`src/rtl/ps2_host_tx.sv`:
```
// Host-to-device PS/2 transmitter: inhibits the bus, issues a request-to-send,
// shifts out one byte with odd parity and stop bit on device clocks, then
// checks the device line-ack before returning to idle.
module ps2_host_tx #(
  parameter int unsigned INHIBIT_CYCLES = 5000,
  parameter int unsigned TIMEOUT_CYCLES = 750000
) (
  input  logic       clk,
  input  logic       rst,
  input  logic       ps2_clk_in,
  input  logic       ps2_data_in,
  input  logic [7:0] tx_byte,
  input  logic       tx_start,
  output logic       ps2_clk_oe,
  output logic       ps2_data_oe,
  output logic       busy,
  output logic       tx_done,
  output logic       tx_error
);

  localparam int unsigned INH_W = (INHIBIT_CYCLES > 1) ? $clog2(INHIBIT_CYCLES) : 1;
  localparam int unsigned TO_W  = $clog2(TIMEOUT_CYCLES + 1);
  localparam logic [INH_W-1:0] INH_LAST = INH_W'(INHIBIT_CYCLES - 1);
  localparam logic [TO_W-1:0]  TO_LIMIT = TO_W'(TIMEOUT_CYCLES);

  typedef enum logic [2:0] {
    IDLE,
    INHIBIT,
    REQ,
    SEND,
    ACK,
    WAIT_IDLE,
    DONE,
    FAIL
  } state_t;

  state_t           state;
  logic [9:0]       frame;
  logic [3:0]       bit_cnt;
  logic [INH_W-1:0] inh_cnt;
  logic [TO_W-1:0]  tout_cnt;

  logic clk_meta, clk_sync, clk_prev;
  logic data_meta, data_sync;
  logic clk_fall;
  logic timed_out;

  // Two-flop synchronizers for the raw bus lines plus a delayed copy of the
  // synced clock for falling-edge detection; idle bus level is high.
  always_ff @(posedge clk or negedge rst) begin
    if (!rst) begin
      clk_meta  <= 1'b1;
      clk_sync  <= 1'b1;
      clk_prev  <= 1'b1;
      data_meta <= 1'b1;
      data_sync <= 1'b1;
    end else begin
      clk_meta  <= ps2_clk_in;
      clk_sync  <= clk_meta;
      clk_prev  <= clk_sync;
      data_meta <= ps2_data_in;
      data_sync <= data_meta;
    end
  end

  // Falling-edge strobe and timeout condition for the device-clocked phases.
  always_comb begin
    clk_fall  = clk_prev & ~clk_sync;
    timed_out = ((state == SEND) || (state == ACK) || (state == WAIT_IDLE)) &&
                (tout_cnt == TO_LIMIT);
  end

  // Transmit sequencer with registered bus-drive and status outputs.
  always_ff @(posedge clk or negedge rst) begin
    if (!rst) begin
      state       <= IDLE;
      frame       <= '0;
      bit_cnt     <= '0;
      inh_cnt     <= '0;
      tout_cnt    <= '0;
      ps2_clk_oe  <= 1'b0;
      ps2_data_oe <= 1'b0;
      busy        <= 1'b0;
      tx_done     <= 1'b0;
      tx_error    <= 1'b0;
    end else begin
      tx_done  <= 1'b0;
      tx_error <= 1'b0;
      if (timed_out) begin
        state       <= FAIL;
        ps2_clk_oe  <= 1'b0;
        ps2_data_oe <= 1'b0;
        busy        <= 1'b0;
        tx_error    <= 1'b1;
      end else begin
        unique case (state)
          // DONE and FAIL already show busy low, so a start there is honoured
          // just as in IDLE rather than being silently dropped.
          IDLE, DONE, FAIL: begin
            ps2_clk_oe  <= 1'b0;
            ps2_data_oe <= 1'b0;
            state       <= IDLE;
            if (tx_start) begin
              frame      <= {1'b1, ~^tx_byte, tx_byte};
              inh_cnt    <= '0;
              bit_cnt    <= '0;
              ps2_clk_oe <= 1'b1;
              busy       <= 1'b1;
              state      <= INHIBIT;
            end
          end
          INHIBIT: begin
            if (inh_cnt == INH_LAST) begin
              ps2_data_oe <= 1'b1;
              state       <= REQ;
            end else begin
              inh_cnt <= inh_cnt + 1'b1;
            end
          end
          REQ: begin
            ps2_clk_oe <= 1'b0;
            tout_cnt   <= '0;
            bit_cnt    <= '0;
            state      <= SEND;
          end
          SEND: begin
            tout_cnt <= tout_cnt + 1'b1;
            if (clk_fall) begin
              ps2_data_oe <= ~frame[bit_cnt];
              if (bit_cnt == 4'd9) begin
                state <= ACK;
              end else begin
                bit_cnt <= bit_cnt + 1'b1;
              end
            end
          end
          ACK: begin
            tout_cnt <= tout_cnt + 1'b1;
            if (clk_fall) begin
              if (!data_sync) begin
                state <= WAIT_IDLE;
              end else begin
                state       <= FAIL;
                ps2_clk_oe  <= 1'b0;
                ps2_data_oe <= 1'b0;
                busy        <= 1'b0;
                tx_error    <= 1'b1;
              end
            end
          end
          WAIT_IDLE: begin
            tout_cnt <= tout_cnt + 1'b1;
            if (clk_sync && data_sync) begin
              state   <= DONE;
              busy    <= 1'b0;
              tx_done <= 1'b1;
            end
          end
          default: state <= IDLE;
        endcase
      end
    end
  end

endmodule
```
`config.mk`:
```
export PLATFORM = sky130hd
export DESIGN_NAME = ps2_host_tx
export DESIGN_NICKNAME = d
export VERILOG_FILES = /design/src/rtl/ps2_host_tx.sv
export SDC_FILE = /design/constraint.sdc
export NUM_CORES = 1
export LEC_CHECK = 0
export BUFFER_PORTS_ARGS = -buffer_cell sky130_fd_sc_hd__buf_2
export CORE_AREA = 2 2 78 80
export DETAILED_ROUTE_END_ITERATION = 16
export DIE_AREA = 0 0 80 82
export PLACE_DENSITY = 0.8
export SETUP_SLACK_MARGIN = 0.3
export SYNTH_ARGS = -nofsm -noshare
export SYNTH_HDL_FRONTEND = slang
export SYNTH_SLANG_ARGS = --single-unit
```
`constraint.sdc`:
```
create_clock -name clk -period 3.1 [get_ports clk]
set_input_delay 0.155 -clock clk [delete_from_list [all_inputs] [get_ports clk]]
set_output_delay 0.155 -clock clk [all_outputs]
set_load 0.05 [all_outputs]
```
After elaboration in Yosys (flattened, before gate mapping). Cells that the tools add are included.

Bits in registers: 60. Input bits: 13. Output and inout port bits: 5.

$add $sub $neg: 3. Order comparisons: 1. Eq/ne operators: 21. Mux-type cells: 39. Bitwise gates (word level): 4. Reductions and logical operators: 22.

Operator list (count): $pmux 20 s2 (1); $mux 13 (2); $pmux 13 s2 (1); $add 20x1->20 const B (1); $eq 20x20->1 const B (1); $reduce_and 5->1 (4); $mux 1 (19); $mux 3 (6); $pmux 3 s6 (1); $ne 3x3->1 const B (5); $add 13x1->13 const B (1); $eq 13x13->1 const B (1); $eq 3x3->1 const B (4); $mux 4 (3); $pmux 4 s3 (1); $ne 2x2->1 const B (4); $reduce_bool 4->1 (2); $reduce_xnor 8->1 (1); $eq 3x2->1 const B (2); $ne 3x2->1 const B (2); $pmux 1 s3 (2); $reduce_and 3->1 (2); $reduce_or 3->1 (2); $lt 4x5->1 const B (1); 16 further kinds (21).

Logic depth before layout (Yosys ltp).
Depth after elaboration: 6. Gate-level depth with buffers: 7.

Least setup slack after synthesis. No wires, ideal clock.

Path type: register -> register. Start point: register inh_cnt[0]. End point: register inh_cnt[11]. Data arrival time: 1.726 ns. Required time: 3.022 ns. Path slack: 1.296 ns. Stages on the path, launching flop included: 7. Path buffers: 0. Path through: dfrtp_1 -> ha_1 -> and2_1 -> nand4_1 -> a21oi_2 -> or4_1 -> a21oi_1.

Cells in the longest elaborated chain, start to end: 3.

Ends and longest elaborated chain: start: declaration (RTL line 40) `logic [INH_W-1:0] inh_cnt;`; start signal: assignment (RTL line 117) `inh_cnt <= inh_cnt + 1'b1;`; $add 13x1->13 / $eq 13x13->1 (equally long branches) (RTL line 117, 113); $mux 13 / $ne 2x2->1 (equally long branches); $pmux 13 s2 / $reduce_and 4->1 (equally long branches).

Several ways; a longest one is shown, not always the timed one. The select of a mux whose other input is x is not followed. A chain may end at the register's enable or synchronous reset.

Final worst setup path.
Start point: register tout_cnt[6]. End point: register ps2_data_oe.

Cells in the longest elaborated chain, start to end: 4.

Ends and longest elaborated chain: start: declaration (RTL line 41) `logic [TO_W-1:0] tout_cnt;`; start signal: assignment (RTL line 127) `tout_cnt <= tout_cnt + 1'b1;`; start signal: assignment (RTL line 138) `tout_cnt <= tout_cnt + 1'b1;`; start signal: assignment (RTL line 152) `tout_cnt <= tout_cnt + 1'b1;`; $eq 20x20->1 (*) (RTL line 70) `(tout_cnt == TO_LIMIT);`; $logic_and 1x1->1 (*) (RTL line 69) `timed_out = ((state == SEND) || (state == ACK) || (state == WAIT_IDLE)) &&`; $ne 3x3->1 (no line) / $reduce_bool 5->1 (equally long branches); $reduce_and 5->1 (no line); end signal: assignment (RTL line 129) `ps2_data_oe <= ~frame[bit_cnt];`; end: declaration (RTL line 15) `output logic ps2_data_oe,`.

Mark *: on every way between the ends. The rest lies on a longest branch, timed or not.

==> key figures <==
Global route
  • Largest net degree at the start of global routing: 48
  • First-pass GRT wire length: 11880 um
  • Grt total ovfl: 0
  • Initial antenna violation count: 0
  • GRT Util Overall: 23.75%
  • Number of global-route vias before repair: 2504

Routing
  • Initial DRC Count: 298
  • Vias/cell: 6.076
  • Routed WL: 7157 um
  • DR DRC count: 0
  • Antenna-violating nets left: 0
  • Via count: 2789
  • Avg WL per Cell: 15.59 um
  • Drt pass-1 iters: 5

Clocking
  • Max H-tree Level: 3
  • CTS Root Cell: clkbuf_8
  • CTS tree: done
  • CTS Buf Count: 9
  • CTS max path bufs: 2
  • Skew-Pair Late Insertion Delay: 0.35 ns
  • CTS sink count: 60
  • Clock-pin slew of the registers on the worst-case setup and hold paths: 0.07 ns
  • CTS resizes: 0

Synth
  • Yosys synthesis warning count: 0
  • Number of synthesized register bits: 60
  • Syn Std Cell Area: 3314 um^2
  • Ys flop type: dfrtp_1
  • Syn nets: 379
  • Post-Synthesis Cells: 361
  • Post-synthesis sequential area ratio: 45.49%
  • Number of enable flip-flop cells after synthesis: 0
  • Share of the synthesized area in the top cell type: 41.53%
  • Top cells by area, synth: dfrtp_1 42%, nand2_1 6.2%, xnor2_1 5.0%
  • Avg Synthesized Cell Area: 9.181 um^2
  • Synth area leader: dfrtp_1
  • Synth async-reset ratio: 100.0%
  • Unique masters post-synth: 56

STA
  • Finish-stage setup viols: 0
  • Max Clock Skew: 0.007674 ns
  • Fin. max-slew vios: 0
  • Final min period: 2.266 ns
  • Final Cycle Share: 73.10%
  • Setup ws final: 0.8340 ns
  • Hold_ws: -0.01962 ns
  • Slew HR: 32.19%
  • Fmax achieved: 441.3 MHz
  • TNS Setup: 0 ns
  • Slew @ Worst Pin: 1.017 ns
  • Final Hold Fails: 25
  • RSZ-0062 raised after global routing: false

Critical path
  • Kind of cell adding the most delay to the critical path: simple AND/OR/NAND/NOR gates
  • Critical path peak fanout: 12
  • Critical Path RT: 3.33 ns
  • CP max stage cell: and4_1
  • Worst-path cell chain: nor4bb_1 -> and4_1 -> and2_1 -> o211ai_1 -> mux2_1
  • CP peak stage delay: 0.48 ns
  • Setup crit start kind: flip-flop
  • Crit path buf inv count: 0
  • Crit path arrival time: 2.49 ns
  • Crit end category: flip-flop
  • Critical path class: flip-flop to flip-flop

Layout
  • Final core utilization: 65.03%
  • Fraction of layout cells with a size suffix above 1: 14.06%
  • Layout area overhead: 12.72%
  • Nets: 397
  • Ant diodes: 0

Floorplanning
  • Initial core utilization: 57.69%
  • Ports: 18
  • Row Count: 28
  • Die area: 6560 um^2
  • Die Wd: 80 um
  • Die Y: 82 um
  • Core ar.: 5746 um^2

Placed design
  • Post-DP HPWL: 4816 um
  • Pre-CTS WS: 0.8594 ns
  • RePlAce Congestion: 0.8875
  • Port Buf Inserts: 17

Status
  • Status: complete, but fails checks
  • Failing checks: negative hold slack

Run
  • Max_cap viols: 0

Power
  • Peak VDD IR: 0.0003615 V
  • Power per cell area: 475.7 nW/um^2
  • Total chip power: 1777 uW
  • Cell leakage power: 0.001683 uW

Min path
  • Hold Crit Class: primary input to async pin
==> synthesized netlist by cell type, drive strengths merged, types with 3 or more instances <==
cell	count
or3	10
mux2i	6
buf	5
nor2	29
nand3	18
nand2b	5
nor3	5
ha	5
nand2	55
inv	7
or4	3
dfrtp	55
xor2	3
o31ai	3
a21oi	19
and4	4
clkbuf	12
dfstp	5
and2	6
xnor2	19
nand4	10
o21ai	21
mux2	3
and3	9
a211oi	7
a31o	4
==> per-stage QoR <==
step / std cells / hold WS, ns / instance area (um^2)
5_1_grt: 459 / 0.02404 / 3736
4_1_cts: 459 / 0.01468 / 3736
2_1_floorplan: 361 / -0.1406 / 3314
3_3_place_gp: 441 / 0.2616 / 3453
6_report: 459 / -0.01962 / 3736
3_5_place_dp: 441 / 0.2612 / 3453
==> routing by layer <==
metal | vias to the layer above | track usage [%] | part of all wire, %
met2 | 83 | 35.00 | 46
met3 | 12 | 6.923 | 5.7
met1 | 1362 | 34.19 | 47
met5 | - | 0 | 0
li1 | 1332 | - | -
met4 | 0 | 6.949 | 1.7
==> logic make-up after synthesis <==
logic type / synth area share (%)
flip-flops: 45.49
adder cells (fa/ha/maj): 1.888
XOR/XNOR: 5.814
AO/OA/AOI/OAI: 13.44
buffers and inverters: 3.133
AND/OR/NAND/NOR: 26.05
multiplexers: 4.190
==> state kept, by name, summed over array words and instances, names as in the netlist, 3 cells and up <==
name	cells
bit_cnt	4
frame	10
inh_cnt	13
state	3
tout_cnt	20
==> path summary, 6_finish.rpt <==
check / endpoint / cells after the start / from / slack, ns
max: ps2_data_oe / 5 / tout_cnt[6] / 0.83
min: inh_cnt[5] / 1 / rst / -0.02
max reg2reg: ps2_data_oe / 5 / tout_cnt[6] / 0.83
min reg2reg: clk_sync / 0 / clk_meta / 0.36
max in group asynchronous: tout_cnt[4] / 2 / rst / 2.33
min in group clk: frame[6] / 3 / tx_byte[6] / 0.02
==> area by class of cell <==
class / count / area [um^2]
clock inverters: 7 / 138.9
flip-flops and latches: 60 / 1508
fillers: 483 / 2009
repair buffers: 24 / 142.6
clock buffers: 9 / 123.9
multi-input cells: 277 / 1703
well taps: 75 / 93.84
inverters: 7 / 26.28
==> worst reg2reg max path: stages (launching register included) <==
cell and delay, ns:
dfrtp_1 0.43, nor4bb_1 0.39, and4_1 0.48, and2_1 0.36, o211ai_1 0.15, mux2_1 0.33
==> where the power goes <==
part	total (uW)	switching (uW)	internal [uW]
clock network	939	326	614
logic	46.9	28.2	18.7
registers	791	2.57	789
total	1780	356	1420
==> placed cells by master (no fill, tap or decap), types with 3 or more instances in the layout <==
cell type and n:
dfstp_2 5, buf_4 5, nand4_1 10, nor3_1 4, o31ai_1 3, nand3_1 17
xnor2_1 19, nand2b_1 5, mux2_1 3, xor2_1 3, mux2i_1 6, nand2_1 55
a21oi_1 18, o21ai_1 9, and4_1 4, bufinv_16 4, inv_1 7, a31o_2 4
o21ai_0 12, and2_1 6, buf_2 17, or3_1 10, and3_1 9, or4_1 3
a211oi_1 7, ha_1 5, dfrtp_1 55, nor2_1 28, clkbuf_8 9
==> timing repair <==
item | 4_1_cts | 5_1_grt
hold buffers | 2 | 0
buffers inserted | 0 | 0
hold endpoints to repair | 2 | 0
No activity file was read; power rests on OpenSTA's default activity.
